`config.mk`:
```
export PLATFORM = sky130hd
export DESIGN_NAME = game_ctl_flat
export DESIGN_NICKNAME = d
export VERILOG_FILES = /design/src/rtl/game_ctl_if.sv /design/src/rtl/game_ctl.sv /design/src/flat_wrapper.sv
export SDC_FILE = /design/constraint.sdc
export NUM_CORES = 1
export LEC_CHECK = 0
export BUFFER_PORTS_ARGS = -buffer_cell sky130_fd_sc_hd__buf_2
export CAP_MARGIN = 30
export CORE_MARGIN = 2
export CORE_UTILIZATION = 36
export CTS_BUF_LIST = sky130_fd_sc_hd__clkbuf_8
export CTS_CLUSTER_DIAMETER = 30
export DETAILED_ROUTE_END_ITERATION = 16
export PLACE_DENSITY = 0.52
export SLEW_MARGIN = 20
export SYNTH_ARGS = -nofsm -noshare
export SYNTH_HDL_FRONTEND = slang
export SYNTH_SLANG_ARGS = --single-unit
export TNS_END_PERCENT = 5
```
`constraint.sdc`:
```
create_clock -name pclk -period 2.27 [get_ports pclk]
set_input_delay 0.454 -clock pclk [delete_from_list [all_inputs] [get_ports pclk]]
set_output_delay 0.454 -clock pclk [all_outputs]
set_load 0.02 [all_outputs]
```
`src/rtl/game_ctl_if.sv`:
```
// Signal bundle between the game controller and the game core / video chain.
// The controller uses the slave view; the core side drives through the master view.
interface game_ctl_if;
    logic       start;
    logic       vsync;
    logic       colission;
    logic       captured;
    logic [4:0] points;
    logic       landed;
    logic [2:0] lvl;
    logic       landing_en;
    logic       game_rst;
    logic [2:0] state;
    logic [1:0] lives;
    logic [7:0] score;

    modport master (
        output start, vsync, colission, captured, points, landed,
        input  lvl, landing_en, game_rst, state, lives, score
    );

    modport slave (
        input  start, vsync, colission, captured, points, landed,
        output lvl, landing_en, game_rst, state, lives, score
    );
endinterface

```
`src/rtl/game_ctl.sv`:
```
// Game flow controller: tracks level, lives and score, sequences the
// play / crash / level-done / end screens on frame ticks.
module game_ctl #(
    parameter logic [2:0] MAX_LVL      = 3'd4,
    parameter logic [1:0] LIVES        = 2'd3,
    parameter logic [7:0] CRASH_FRAMES = 8'd60,
    parameter logic [7:0] LVL_FRAMES   = 8'd120
) (
    input logic       pclk,
    input logic       rst,
    game_ctl_if.slave bus
);

    typedef enum logic [2:0] {
        S_IDLE      = 3'd0,
        S_PLAY      = 3'd1,
        S_CRASH     = 3'd2,
        S_LVL_DONE  = 3'd3,
        S_GAME_OVER = 3'd4,
        S_WIN       = 3'd5
    } state_e;

    localparam logic [2:0] LAST_LVL = MAX_LVL - 3'd1;

    state_e     state_q, state_d;
    logic [2:0] lvl_q, lvl_d;
    logic [1:0] lives_q, lives_d;
    logic [7:0] score_q, score_d;
    logic [7:0] frame_cnt_q, frame_cnt_d;
    logic       guard_q, guard_d;
    logic       landing_en_q, landing_en_d;
    logic       game_rst_q, game_rst_d;
    logic       start_q, vsync_q, captured_q;
    logic       armed_q;

    logic       start_edge_s;
    logic       frame_tick_s;
    logic       captured_edge_s;

    // armed_q blocks a start button that was already held when reset released
    assign start_edge_s    = bus.start & ~start_q & armed_q;
    assign frame_tick_s    = bus.vsync & ~vsync_q;
    assign captured_edge_s = bus.captured & ~captured_q;

    // State, counters, outputs and input edge history
    always_ff @(posedge pclk or negedge rst) begin
        if (!rst) begin
            state_q      <= S_IDLE;
            lvl_q        <= 3'd0;
            lives_q      <= LIVES;
            score_q      <= 8'd0;
            frame_cnt_q  <= 8'd0;
            guard_q      <= 1'b0;
            landing_en_q <= 1'b0;
            game_rst_q   <= 1'b1;
            start_q      <= 1'b0;
            vsync_q      <= 1'b0;
            captured_q   <= 1'b0;
            armed_q      <= 1'b0;
        end else begin
            state_q      <= state_d;
            lvl_q        <= lvl_d;
            lives_q      <= lives_d;
            score_q      <= score_d;
            frame_cnt_q  <= frame_cnt_d;
            guard_q      <= guard_d;
            landing_en_q <= landing_en_d;
            game_rst_q   <= game_rst_d;
            start_q      <= bus.start;
            vsync_q      <= bus.vsync;
            captured_q   <= bus.captured;
            armed_q      <= armed_q | ~bus.start;
        end
    end

    // Next-state and next-output logic
    always_comb begin
        state_d     = state_q;
        lvl_d       = lvl_q;
        lives_d     = lives_q;
        score_d     = score_q;
        frame_cnt_d = frame_cnt_q;
        guard_d     = guard_q;

        if ((state_q == S_PLAY) && captured_edge_s && (score_q != 8'hFF)) begin
            score_d = score_q + 8'd1;
        end else begin
            score_d = score_q;
        end

        case (state_q)
            S_IDLE: begin
                if (start_edge_s) begin
                    state_d = S_PLAY;
                    lvl_d   = 3'd0;
                    lives_d = LIVES;
                    score_d = 8'd0;
                    guard_d = 1'b0;
                end else begin
                    state_d = S_IDLE;
                end
            end
            S_PLAY: begin
                // collision is checked first so it wins over a simultaneous landing
                if (guard_q && bus.colission) begin
                    state_d     = S_CRASH;
                    lives_d     = (lives_q != 2'd0) ? (lives_q - 2'd1) : 2'd0;
                    frame_cnt_d = 8'd0;
                end else if (guard_q && bus.landed && landing_en_q) begin
                    state_d     = S_LVL_DONE;
                    frame_cnt_d = 8'd0;
                end else if (frame_tick_s) begin
                    guard_d = 1'b1;
                end else begin
                    guard_d = guard_q;
                end
            end
            S_CRASH: begin
                if (frame_cnt_q == CRASH_FRAMES) begin
                    if (lives_q == 2'd0) begin
                        state_d = S_GAME_OVER;
                    end else begin
                        state_d = S_PLAY;
                        guard_d = 1'b0;
                    end
                end else if (frame_tick_s) begin
                    frame_cnt_d = frame_cnt_q + 8'd1;
                end else begin
                    frame_cnt_d = frame_cnt_q;
                end
            end
            S_LVL_DONE: begin
                if (frame_cnt_q == LVL_FRAMES) begin
                    if (lvl_q == LAST_LVL) begin
                        state_d = S_WIN;
                    end else begin
                        state_d = S_PLAY;
                        lvl_d   = lvl_q + 3'd1;
                        guard_d = 1'b0;
                    end
                end else if (frame_tick_s) begin
                    frame_cnt_d = frame_cnt_q + 8'd1;
                end else begin
                    frame_cnt_d = frame_cnt_q;
                end
            end
            S_GAME_OVER, S_WIN: begin
                if (start_edge_s) begin
                    state_d = S_IDLE;
                end else begin
                    state_d = state_q;
                end
            end
            default: begin
                state_d = S_IDLE;
            end
        endcase

        landing_en_d = (state_d == S_PLAY) && (bus.points == 5'b11111);
        game_rst_d   = (state_d != S_PLAY);
    end

    assign bus.state      = state_q;
    assign bus.lvl        = lvl_q;
    assign bus.lives      = lives_q;
    assign bus.score      = score_q;
    assign bus.landing_en = landing_en_q;
    assign bus.game_rst   = game_rst_q;

endmodule

```
`src/flat_wrapper.sv`:
```
// flat-port wrapper written by rule: the top's interface ports become plain ports
module game_ctl_flat 
#(
    parameter logic [2:0] MAX_LVL      = 3'd4,
    parameter logic [1:0] LIVES        = 2'd3,
    parameter logic [7:0] CRASH_FRAMES = 8'd60,
    parameter logic [7:0] LVL_FRAMES   = 8'd120
)
  (pclk, rst, bus_start, bus_vsync, bus_colission, bus_captured, bus_points, bus_landed, bus_lvl, bus_landing_en, bus_game_rst, bus_state, bus_lives, bus_score);
  game_ctl_if bus_i ();
  input logic pclk;
  input logic rst;
  input wire logic [$bits(bus_i.start)-1:0] bus_start;
  input wire logic [$bits(bus_i.vsync)-1:0] bus_vsync;
  input wire logic [$bits(bus_i.colission)-1:0] bus_colission;
  input wire logic [$bits(bus_i.captured)-1:0] bus_captured;
  input wire logic [$bits(bus_i.points)-1:0] bus_points;
  input wire logic [$bits(bus_i.landed)-1:0] bus_landed;
  output wire logic [$bits(bus_i.lvl)-1:0] bus_lvl;
  output wire logic [$bits(bus_i.landing_en)-1:0] bus_landing_en;
  output wire logic [$bits(bus_i.game_rst)-1:0] bus_game_rst;
  output wire logic [$bits(bus_i.state)-1:0] bus_state;
  output wire logic [$bits(bus_i.lives)-1:0] bus_lives;
  output wire logic [$bits(bus_i.score)-1:0] bus_score;
  assign bus_i.start = bus_start;
  assign bus_i.vsync = bus_vsync;
  assign bus_i.colission = bus_colission;
  assign bus_i.captured = bus_captured;
  assign bus_i.points = bus_points;
  assign bus_i.landed = bus_landed;
  assign bus_lvl = bus_i.lvl;
  assign bus_landing_en = bus_i.landing_en;
  assign bus_game_rst = bus_i.game_rst;
  assign bus_state = bus_i.state;
  assign bus_lives = bus_i.lives;
  assign bus_score = bus_i.score;
  game_ctl #(.MAX_LVL(MAX_LVL), .LIVES(LIVES), .CRASH_FRAMES(CRASH_FRAMES), .LVL_FRAMES(LVL_FRAMES)) u_core (.pclk(pclk), .rst(rst), .bus(bus_i));
endmodule
```
==> flow_metrics.py <==
metrics = {
    "grt": {
        "grt_overflow": 0,
        "antenna_found_initial": 0,
        "grt_pass1_vias": 1458,
        "grt_max_degree": 32,
        "grt_pass1_wl_um": 6580,
        "track_usage_pct": 16.2,
    },
    "drt": {
        "wl_um": 3890,
        "drt_first_pass_iters": 4,
        "via_count": 1446,
        "antenna_left": 0,
        "wire_per_inst_um": 14.3,
        "drtIter0Drc": 114,
        "vias_per_cell": 5.34,
        "drc": 0,
    },
    "synth": {
        "synth_top_family_by_area": "simple AND/OR/NAND/NOR gates",
        "yosys_warnings": 0,
        "synth_area_per_cell_um2": 9.44,
        "async_flop_share_pct": 100,
        "synth_area_mm2": 0.00174,
        "synth_xor_area_share_pct": 4.03,
        "synthSimpleGateAreaFrac_pct": 27.3,
        "synth_adder_area_share_pct": 3.60,
        "synth_compound_area_share_pct": 10.8,
        "muxShareOfSynthArea_pct": 5.19,
        "synth-edff-count": 0,
        "ys_ff_latch": 31,
        "synth-seq-area-share_pct": 44.9,
        "ys.flop_type": "dfrtp_1",
        "synthCells": 184,
        "synth_nets": 201,
        "ys_types": 48,
    },
    "setup_path": {
        "critPathLaunchType": "flip-flop",
        "regToRegSetupSlack_ps": 290,
        "path_max_fanout": 5,
        "max_stage_delay_ps": 400,
        "critical_path.slowest_cell": "dfrtp_1",
        "crit_path_cell_trace": "inv_1 -> ha_1 -> nor4bb_1 -> o211a_1 -> nor3b_2 -> nand3_1 -> mux2_4",
        "cp-end-kind": "flip-flop",
        "crit_arrival_ps": 2140,
        "timing_worst_setup_path_type": "flip-flop to flip-flop",
        "cp.required_ps": 2440,
    },
    "flow_run": {
        "cap_violations": 0,
    },
    "placed_design": {
        "hpwl_um": 2960,
        "dpl_worst_slack_ps": 307,
        "place_area_mm2": 0.00193,
        "place.gp.congestion": 0.811,
        "io_buffers": 29,
    },
    "clocking": {
        "insertion_delay_ps": 280,
        "cts_tree": "built",
        "clock_path_buffers": 2,
        "cts_hold_buf": 0,
        "cts-root-buf": "clkbuf_8",
        "cts_resized": 0,
        "cts.sinks": 31,
        "cts_htree_levels": 2,
        "cts_setup_buffers": 0,
        "clkTransAtPathRegs_ps": 70,
        "numCtsBuffers": 5,
    },
    "timing": {
        "tightest_slew_ps": 698,
        "timing.setup.tns_ps": 0,
        "max_freq_mhz": 506,
        "timing.final.crit_share_pct": 87.1,
        "slew_violations": 0,
        "slew_headroom_pct": 53.5,
        "finalSetupViolations": 0,
        "worst_slack_ps": 293,
        "rsz0062_at_grt": "false",
        "hold_viol_final": 0,
        "skew_ps": 4.78,
        "layout_min_cycle_time_ps": 1980,
    },
    "finish": {
        "multiInputGateArea_um2": 885,
        "seqCellArea_um2": 779,
        "syn2layout_area_growth_pct": 16.4,
        "fin_area_mm2": 0.00202,
        "fillers": 463,
        "fin_nets": 234,
        "drive_above_1_share_pct": 24.4,
        "antennaDiodeCount": 0,
    },
    "pwr": {
        "leakage_nw": 0.951,
        "swShare_pct": 37.7,
        "p_clk_share_pct": 22.9,
        "power_density_mw_per_mm2": 937,
        "power_switching_mw": 0.714,
        "combPwrFrac_pct": 32.3,
        "internal_power_mw": 1.18,
        "vdd_drop_max_uv": 364,
        "power_frac_seq_pct": 44.8,
    },
    "floorplanning": {
        "fp.dieH_um": 73.5,
        "initial_core_util_pct": 37.0,
        "fp.dieW_um": 73.5,
        "dieArea_mm2": 0.00540,
        "ios": 30,
        "core_mm2": 0.00469,
        "rows": 25,
    },
    "min_path": {
        "min_path_type": "primary input to asynchronous set/reset pin",
    },
    "run_status": {
        "status": "finished clean",
    },
}
worst max-delay path, delay by kind of cell (launching register included):
family / cells / cell delay [ps]
adder cells (fa/ha/maj): 1 / 200
AO/OA/AOI/OAI: 1 / 300
AND/OR/NAND/NOR: 3 / 570
multiplexers: 1 / 300
flip-flops: 1 / 400
buffers and inverters: 1 / 100
logic make-up (layout without fill, tap and decap cells):
group | count (synthesis) | count (layout)
xor gates and xnor gates | 8 | 8
buffers and inverters | 15 | 48
adders and majority gates | 5 | 5
DFF | 31 | 31
and+or+nand+nor | 91 | 91
AOI/OAI and AO/OA | 26 | 26
muxes | 8 | 8
Yosys cell counts (3+ instances only):
library cell | count | share of area, %
dfrtp_1 | 28 | 40
and3_1 | 4 | 1.4
inv_1 | 9 | 1.9
nand4_1 | 3 | 1.1
a21oi_1 | 4 | 1.2
o21ai_0 | 8 | 2.3
nand2_1 | 19 | 4.1
nor3_1 | 8 | 2.3
dfstp_2 | 3 | 4.5
nor2_1 | 22 | 4.8
nor4_1 | 3 | 1.1
ha_1 | 5 | 3.6
mux2_2 | 4 | 2.6
xnor2_1 | 8 | 4.0
nand2b_1 | 4 | 1.4
mux2i_1 | 3 | 1.7
nand3_1 | 11 | 3.2
nor2b_1 | 4 | 1.4
stage by stage:
stage	total power [mW]	cells	util (%)	hold slack [ps]
global route	2.04	271	43.1	269
detailed placement	1.47	264	41.2	487
CTS	1.92	271	43.1	240
floorplan	1.26	184	-	158
finish	1.89	271	43.1	216
global placement	1.44	264	41.2	478
power groups by stage:
stage | sequential [mW] | clock [mW] | combinational, mW
global placement | 0.844 | 0 | 0.597
global route | 0.875 | 0.478 | 0.684
CTS | 0.849 | 0.454 | 0.615
detailed placement | 0.858 | 0 | 0.613
finish | 0.848 | 0.434 | 0.611
floorplan | 0.876 | 0 | 0.386
cell usage in the layout, fill, tap and decap left out, drive strengths merged, types with 2 or more instances in the layout:
master / Yosys / routed
and3b: 2 / 2
o21ai: 8 / 8
nand3: 11 / 11
clkbuf: 2 / 6
and3: 4 / 4
a311oi: 2 / 2
nand2: 20 / 20
nor2b: 4 / 4
mux2: 5 / 5
nor4: 3 / 3
nor2: 23 / 23
xnor2: 8 / 8
buf: 4 / 32
dfstp: 3 / 3
inv: 9 / 9
mux2i: 3 / 3
a211oi: 2 / 2
ha: 5 / 5
a21oi: 4 / 4
dfrtp: 28 / 28
nand2b: 4 / 4
nor3b: 2 / 2
nand4: 3 / 3
nor3: 8 / 8
layout make-up:
class / instances / area share, %
multi-input cells: 138 / 43.8
clock inverters: 1 / 0.248
flip-flops and latches: 31 / 38.6
clock buffers: 6 / 4.09
well taps: 54 / 3.34
inverters: 9 / 1.67
repair buffers: 32 / 8.30
layer usage:
metal	global-route usage (%)	up-vias	wire length, um
met3	4.39	6	191
met4	8.08	0	82
met5	0	-	0
met2	25.4	33	1850
met1	20.5	695	1770
li1	-	712	-
final timing paths:
check / from / to / depth (start not counted)
max reg2reg: u_core.frame_cnt_q[0] / u_core.frame_cnt_q[6] / 7
min reg2reg: u_core.armed_q / u_core.armed_q / 1
max: u_core.frame_cnt_q[0] / u_core.frame_cnt_q[6] / 7
min in group pclk: bus_captured / u_core.captured_q / 1
min: rst / u_core.bus.score[5] / 1
max in group asynchronous: rst / u_core.vsync_q / 1
state kept, by name, summed over array words and instances, names as in the netlist, 2 cells and up:
signal / cells
u_core.bus.lives: 2
u_core.bus.lvl: 3
u_core.bus.score: 8
u_core.bus.state: 3
u_core.frame_cnt_q: 8
(Power assumes the default switching activity.)
